File: src/rtl/sample_capture_ctrl.sv
// Capture stage ahead of the file writer: drops pipeline-latency samples, decimates,
// forwards a fixed number of samples, then closes the file with a stop pulse.
module sample_capture_ctrl #(
  parameter int RegisterLength = 16,
  parameter int SkipCount      = 0,
  parameter int DecimFactor    = 1,
  parameter int CaptureCount   = 1024
) (
  input  logic                      clk,
  input  logic                      rst,
  input  logic                      arm,
  input  logic                      dataValid,
  input  logic [RegisterLength-1:0] dataIn,
  output logic                      writerRst,
  output logic [RegisterLength-1:0] dataOut,
  output logic                      en,
  output logic                      stop,
  output logic                      done,
  output logic [2:0]                state_dbg
);

  typedef enum logic [2:0] {
    IDLE    = 3'd0,
    SKIP    = 3'd1,
    CAPTURE = 3'd2,
    STOP    = 3'd3,
    DONE    = 3'd4
  } state_t;

  localparam logic [31:0] SKIP_N     = 32'(SkipCount);
  localparam logic [31:0] CAP_N      = 32'(CaptureCount);
  localparam logic [31:0] DECIM_LAST = 32'(DecimFactor - 1);

  state_t                    state, state_n;
  logic [31:0]               skip_cnt, skip_n;
  logic [31:0]               phase_cnt, phase_n;
  logic [31:0]               cap_cnt, cap_n;
  logic                      wr_rst_n, en_n, stop_n, done_n;
  logic [RegisterLength-1:0] dout_n;

  assign state_dbg = state;

  always_ff @(posedge clk) begin
    if (!rst) begin
      state     <= IDLE;
      skip_cnt  <= '0;
      phase_cnt <= '0;
      cap_cnt   <= '0;
      writerRst <= 1'b1;
      dataOut   <= '0;
      en        <= 1'b0;
      stop      <= 1'b0;
      done      <= 1'b0;
    end else begin
      state     <= state_n;
      skip_cnt  <= skip_n;
      phase_cnt <= phase_n;
      cap_cnt   <= cap_n;
      writerRst <= wr_rst_n;
      dataOut   <= dout_n;
      en        <= en_n;
      stop      <= stop_n;
      done      <= done_n;
    end
  end

  // Outputs are computed here as next values, so every strobe lands one cycle
  // after the input that caused it; stop therefore follows the last en directly.
  always_comb begin
    state_n  = state;
    skip_n   = skip_cnt;
    phase_n  = phase_cnt;
    cap_n    = cap_cnt;
    wr_rst_n = writerRst;
    dout_n   = dataOut;
    en_n     = 1'b0;
    stop_n   = 1'b0;
    done_n   = done;
    case (state)
      IDLE: begin
        wr_rst_n = 1'b1;
        if (arm) begin
          wr_rst_n = 1'b0;
          phase_n  = '0;
          if (SKIP_N != 32'd0)     state_n = SKIP;
          else if (CAP_N != 32'd0) state_n = CAPTURE;
          else                     state_n = STOP;
        end
      end
      SKIP: begin
        if (dataValid) begin
          skip_n = skip_cnt + 32'd1;
          if (skip_cnt + 32'd1 == SKIP_N) begin
            phase_n = '0;
            state_n = (CAP_N != 32'd0) ? CAPTURE : STOP;
          end
        end
      end
      CAPTURE: begin
        if (dataValid) begin
          phase_n = (phase_cnt >= DECIM_LAST) ? 32'd0 : phase_cnt + 32'd1;
          if (phase_cnt == 32'd0) begin
            dout_n = dataIn;
            en_n   = 1'b1;
            cap_n  = cap_cnt + 32'd1;
            if (cap_cnt + 32'd1 == CAP_N) state_n = STOP;
          end
        end
      end
      STOP: begin
        stop_n  = 1'b1;
        state_n = DONE;
      end
      DONE: begin
        done_n = 1'b1;
      end
      default: state_n = IDLE;
    endcase
  end

endmodule

File: config.mk
export PLATFORM = sky130hd
export DESIGN_NAME = sample_capture_ctrl
export DESIGN_NICKNAME = d
export VERILOG_FILES = /design/src/rtl/sample_capture_ctrl.sv
export SDC_FILE = /design/constraint.sdc
export NUM_CORES = 1
export LEC_CHECK = 0
export CORE_ASPECT_RATIO = 0.7
export CORE_MARGIN = 10
export CORE_UTILIZATION = 40
export DETAILED_ROUTE_END_ITERATION = 12
export GPL_ROUTABILITY_DRIVEN = 0
export PLACE_DENSITY = 0.61
export SLEW_MARGIN = 30
export SYNTH_ARGS = -nofsm -noshare
export SYNTH_HDL_FRONTEND = slang
export SYNTH_SLANG_ARGS = --single-unit
File: constraint.sdc
create_clock -name clk -period 6.2 [get_ports clk]
set_input_delay 0.93 -clock clk [delete_from_list [all_inputs] [get_ports clk]]
set_output_delay 0.93 -clock clk [all_outputs]
set_load 0.03 [all_outputs]
=== Word-level counts from Yosys, hierarchy flattened ===
Index checks and enable logic that the tools add are counted.

* Register bits after elaboration: 119
* Logic and storage cells: 50

* Bitwise logic cells: 1
* Add/subtract/negate cells: 3
* Multiplexer cells: 16
* Equality and inequality tests: 11
* Reductions and logical operators: 9
* Magnitude comparators: 1

{| class="wikitable"
|+ Operator list
! operator !! number
|-
| two-way mux 32 bit || 5
|-
| adder 32 x 1 -> 32 bit, second input constant || 3
|-
| case mux 32 bit (3 select lines) || 1
|-
| logical NOT 32 bit || 2
|-
| equality test 32 x 11 -> 1 bit, second input constant || 1
|-
| greater-or-equal comparator 32 x 1 -> 1 bit, second input constant || 1
|-
| two-way mux 3 bit || 6
|-
| case mux 3 bit (5 select lines) || 1
|-
| inequality test 2 bit, second input constant || 6
|-
| AND reduction 7 bit || 1
|-
| equality test 3 x 2 -> 1 bit, second input constant || 2
|-
| AND reduction 3 bit || 2
|-
| AND reduction 5 bit || 1
|-
| equality test 3 x 1 -> 1 bit, second input constant || 1
|-
| equality test 3 bit, second input constant || 1
|-
| logical NOT 3 bit || 1
|-
| two-way mux 1 bit || 3
|-
| nonzero test 3 bit || 1
|-
| AND reduction 2 bit || 1
|-
| NOT 1 bit || 1
|}

=== Logic depth before layout (Yosys ltp) ===
Gate-level depths: netlist of run 1.

* Depth in word-level cells: 6
* Depth in mapped cells: 10
* Gate-level depth less buffers: 8

=== Least setup slack after synthesis of run 1 ===
Ideal clock, no wire load.

* Path kind: in2reg
* From: input port dataValid
* To: register skip_cnt[17]
* Data arrival time: 2.179 ns
* Setup time: 0.071 ns
* Path slack: 3.950 ns
* Stages: 6
* Cells stage by stage: inv_1 > nor4_2 > and2_1 > nand3_1 > or3_1 > a21oi_1

* Word-level cells in the longest chain between the ends: 1

{| class="wikitable"
|+ Ends and longest elaborated chain
! what !! line !! RTL
|-
| start: declaration || 12 || <nowiki>input logic dataValid,</nowiki>
|-
| AND reduction 2 bit (no line) || n/a ||
|-
| end signal: assignment || 56 || <nowiki>skip_cnt <= skip_n;</nowiki>
|-
| end: declaration || 35 || <nowiki>logic [31:0] skip_cnt, skip_n;</nowiki>
|}

Every way passes these cells.
A chain may end at the register's enable or synchronous reset.

=== Worst setup path in the final report of run 1 ===
Ends and elaborated chain as after synthesis.

==> flow_summary.toml, run 1 <==
[run_status]
status = "complete, no violations"

[cts]
cts_sinks = 87
clk_latency_ps = 340
clk_pin_slew_ps = 70
cts_made_buffers = 9
cts_setup_buffers = 0
cts_root_buffer = "clkbuf_16"
htree_levels = 3
post_cts_resized = 0
clockBufferDepth = 2
cts_tree = "built"
postCtsHoldBufs = 0

[run]
max_cap_viol_count = 0

[worst_setup_path]
cp.required_ps = 6470
rr_endpoint = "state_dbg[1]"
critPathKind = "in2reg"
end_kind = "flop"
worst_setup_path_start_kind = "primary input"
reg2reg_from = "skip_cnt[0]"
ff2ff_path_depth = 7
cp.arrival_ps = 3200
rrSetupSlack_ps = 3630
path_max_fanout = 15

[sta]
fin_skew_ps = 8.16
holdWs_ps = 456
period_share_pct = 47.3
worst_pin_slew_ps = 875
max_slew_margin_pct = 41.7
min_period_ps = 2930
slew_viol_final = 0
worst_slack_ps = 3270
setup-tns-final_ps = 0
rsz0062_at_grt = "false"
max_freq_mhz = 341
setup_violations = 0
finalHoldViolCount = 0

[synthesis]
yosys.area.top_type_share_pct = 34.9
ys_warn_count = 0
synthCells = 644
synth_edf_count = 0
async_reset_ff_share_pct = 0
synth.area.top_cells = "dfxtp_1, xnor2_1, xor2_1"
syn_avg_cell_area_um2 = 7.76
ys_types = 54
synth-seq-cells = 87
synth.yosys.seq_area_share_pct = 34.9
synth_flop_cell = "dfxtp_1"
synth_area_um2 = 4990
syn_nets = 668
yosys.area.top_type = "dfxtp_1"

[floorplanning]
core_area_um2 = 12300
initial_utilization_pct = 40.5
rows = 34
die-area_um2 = 17400
num_io_pins = 43
die_y_um = 113
die_x_um = 154

[finish]
fin_cells = 810
utilization_pct = 46.1
final_layout_size_suffix_gt1_share_pct = 4.78
synthToLayoutAreaGrowth_pct = 13.8
stdcell_area_um2 = 5680
final_nets = 667
antenna_cells = 0

[pwr]
design_power_total_mw = 1.15
p_leak_nw = 1.91
p_per_area_nw_per_um2 = 202
ir_drop_uv = 147

[routing]
routed_wl_um = 12500
postRouteAntennaNets = 0
routed-via-count = 4476
firstDrtPassIters = 5
wire_per_inst_um = 15.4
first_iter_violations = 309
drc = 0
viasPerCell = 5.53

[worst_hold_path]
hold_class = "reg2reg"
hold_depth = 2
min_to = "dataOut[0]"
min_from = "dataOut[0]"

[grt]
antenna_found_initial = 0
track_usage_pct = 14.1
grt_pass1_vias = 4122
globalRouteOverflowTotal = 0
grt_pass1_wl_um = 20900
grt_max_degree = 83

[placement]
place_ws_ps = 2570
dp.cells = 794
placed_area_um2 = 5390
dpl.hpwl_um = 8700
numPortBuffers = 42
==> synth_stat cells (2+ instances only) <==
master     number
dfxtp_1        87
nor2_1         75
nand2_1        73
xnor2_1        40
xor2_1         37
clkbuf_1       36
nand4_1        33
a21oi_1        31
nand3_1        28
nor3_1         21
and3_1         18
nor4_1         17
o21ai_0        17
buf_2          16
or3_1          16
and2_1         12
and4_1         11
inv_1           9
a31oi_1         7
ha_1            4
nor4_2          4
a211oi_1        3
a22oi_1         3
a311oi_1        3
mux2i_1         3
a2111oi_0       2
a211o_1         2
a41oi_1         2
buf_1           2
inv_2           2
nand2b_1        2
nand4_2         2
nor3b_1         2
o211ai_1        2
o21a_1          2
or4_1           2
==> cell families after synthesis <==
logic type	share of synthesized area (%)
compound gates	10.2
fa+ha+maj	1.00
flops	34.9
simple gates	34.2
mux	0.601
xor+xnor	13.5
buf+inv	5.61
==> flip-flops by register name, summed over array words and instances, names as in the netlist <==
register   flops
cap_cnt       32
dataOut       16
done           1
en             1
skip_cnt      32
state_dbg      3
stop           1
writerRst      1
==> worst max-delay path by stage <==
stage / slack [ps] / to / start
6_report: 3270 / skip_cnt[17] / dataValid
5_1_grt: 3130 / skip_cnt[17] / dataValid
4_1_cts: 2910 / cap_cnt[31] / dataValid
3_5_place_dp: 2570 / cap_cnt[31] / dataValid
3_3_place_gp: 2630 / cap_cnt[29] / dataValid
2_1_floorplan: 3950 / skip_cnt[17] / dataValid
==> final cells by class <==
cell class              instances  area, µm²
clock buffers                  11        243
clock inverters                 5       41.3
fillers                      1220       6650
inverters                      11       41.3
multi-input cells             490       2980
flip-flops and latches         87       1740
well taps                     162        203
repair buffers                 44        435
==> report_power, final <==
group          switching [mW]  internal, mW  leakage, nW
combinational          0.0349        0.0255         1.08
sequential            0.00511         0.565        0.703
clock                   0.233         0.286        0.132
total                   0.273         0.876         1.91
==> routing by layer <==
layer	GRT usage, %	part of all wire (%)	vias to the layer above
met5	0	0	-
met4	3.45	0.80	0
met3	4.66	6.8	7
met2	20.3	42	115
met1	19.7	50	2100
li1	-	-	2254
==> worst max-delay path, cell delays in order <==
cell,delay (ps)
clkdlybuf4s50_1,560
inv_1,100
nor4_2,410
buf_4,320
and2_1,260
nand3_1,150
or3_1,340
a21oi_1,140
==> cell usage in the layout, fill, tap and decap left out, types with 3 or more instances in the layout <==
| cell type | synthesis | layout |
|---|---|---|
| a211oi_1 | 3 | 3 |
| a21oi_1 | 31 | 31 |
| a22oi_1 | 3 | 3 |
| a311oi_1 | 3 | 3 |
| a31oi_1 | 7 | 7 |
| and2_1 | 12 | 12 |
| and3_1 | 18 | 17 |
| and4_1 | 11 | 11 |
| clkbuf_16 | 0 | 9 |
| clkdlybuf4s50_1 | 0 | 42 |
| dfxtp_1 | 87 | 87 |
| ha_1 | 4 | 4 |
| inv_1 | 9 | 9 |
| mux2i_1 | 3 | 3 |
| nand2_1 | 73 | 73 |
| nand3_1 | 28 | 27 |
| nand4_1 | 33 | 33 |
| nor2_1 | 75 | 75 |
| nor3_1 | 21 | 21 |
| nor4_1 | 17 | 17 |
| nor4_2 | 4 | 4 |
| o21ai_0 | 17 | 17 |
| or3_1 | 16 | 16 |
| xnor2_1 | 40 | 40 |
| xor2_1 | 37 | 37 |
Note: power is estimated with default switching activity, not from simulation.
==> inputs of run 2 (changes only) <==
Clock period 6.2 ns to 2.7 ns, I/O delays scaled along.
==> run 2 against run 1 <==
Clock skew is 1.2 ps lower; utilization rose by 1.4 points; via count is 1.1% higher.
==> flow_summary.toml, run 2 (synthesized netlist as in run 1, its figures left out) <==
[cts]
cts_sinks = 87
htree_levels = 3
cts_setup_buffers = 0
post_cts_resized = 0
cts_made_buffers = 9
cts_root_buffer = "clkbuf_16"
clk_latency_ps = 340
clockBufferDepth = 2
cts_tree = "built"
postCtsHoldBufs = 0
clk_pin_slew_ps = 70

[placement]
dpl.hpwl_um = 9100
dp.cells = 809
placed_area_um2 = 5520
numPortBuffers = 42

[run_status]
status = "complete, no violations"

[finish]
mostFrequentLayoutCells = "dfxtp_1, nor2_1, nand2_1"
antenna_cells = 0
top_regs = "cap_cnt x32, skip_cnt x32, dataOut x16"
stdcell_area_um2 = 5850
fin_cells = 825
nFillCells = 1200
final_layout_size_suffix_gt1_share_pct = 6.79
final_nets = 682
synthToLayoutAreaGrowth_pct = 17.2
final_common_cell = "dfxtp_1"

[pwr]
p_leak_nw = 2.02
ir_drop_uv = 340
p_per_area_nw_per_um2 = 487

[run]
max_cap_viol_count = 0

[floorplanning]
num_io_pins = 43
rows = 34
core_area_um2 = 12300
die_y_um = 113
die_x_um = 154
initial_utilization_pct = 40.5
die-area_um2 = 17400

[worst_setup_path]
worst_setup_path_start_kind = "flop"
critPathKind = "reg2reg"
cp.arrival_ps = 2680
end_kind = "flop"
cp.required_ps = 2960
path_max_fanout = 9

[worst_hold_path]
hold_class = "reg2reg"

[sta]
min_period_ps = 2430
fin_skew_ps = 6.97
max_freq_mhz = 412
setup-tns-final_ps = 0
slew_viol_final = 0
holdWs_ps = 455
worst_pin_slew_ps = 530
rsz0062_at_grt = "false"
period_share_pct = 89.8
setup_violations = 0
max_slew_margin_pct = 64.4
finalHoldViolCount = 0

[routing]
routed-via-count = 4525
postRouteAntennaNets = 0
viasPerCell = 5.48
drc = 0
wire_per_inst_um = 15.2
firstDrtPassIters = 5
routed_wl_um = 12500
first_iter_violations = 500

[grt]
antenna_found_initial = 0
grt_max_degree = 36
grt_pass1_wl_um = 21400
grt_pass1_vias = 4301
track_usage_pct = 14.4
globalRouteOverflowTotal = 0
==> run 2: cell types whose count changed in the layout (fill, tap and decap cells not counted), sizes merged <==
| cell | change |
|---|---|
| clkinv | -2 |
| clkinvlp | -2 |
| buf | +15 |
| clkbuf | -2 |
| bufinv | +2 |
| inv | +4 |
==> run 2: path summary, 6_finish.rpt <==
| path | startpoint | end | slack, ps | depth (start not counted) |
|---|---|---|---|---|
| hold / removal | dataOut[7] | dataOut[7] | 450 | 2 |
| setup reg to reg | skip_cnt[5] | state_dbg[1] | 270 | 7 |
| setup / recovery | skip_cnt[5] | state_dbg[1] | 270 | 7 |
| hold reg to reg | dataOut[7] | dataOut[7] | 450 | 2 |
==> run 2: metrics by stage <==
step                setup slack (ps)  utilization, %  total power [mW]
floorplan                        608               -              1.41
global placement                 328            44.7              1.48
detailed placement               308            44.7              1.48
CTS                              296            47.4              2.89
global route                    24.0            47.4              2.95
finish                           275            47.4              2.85
==> run 2: power by group <==
part | internal (mW) | switching, mW
clock network | 0.834 | 0.567
logic | 0.0621 | 0.0824
registers | 1.30 | 0.0108
==> run 2: layer usage <==
layer	GRT usage (%)	vias up	share of wire (%)
li1	-	2274	-
met1	20.2	2104	51
met2	20.3	133	40
met3	5.42	14	8.5
met4	3.20	0	1.0
met5	0	-	0
==> run 2: area by class of cell <==
class	instances	area [µm²]	share of cell area [%]
Clock buffer	9	225	3.85
Multi-Input combinational cell	490	2970	50.8
Clock inverter	7	109	1.86
Tap cell	162	203	3.46
Sequential cell	87	1740	29.8
Inverter	11	41.3	0.705
Timing Repair Buffer	59	561	9.58
==> run 2: critical path, stage by stage, from the launching register on <==
cell	delay, ps
dfxtp_1	450
and3_1	420
nand3_4	150
nor4_4	380
nand4_1	170
a2111oi_2	370
nand4_1	180
o41ai_2	210
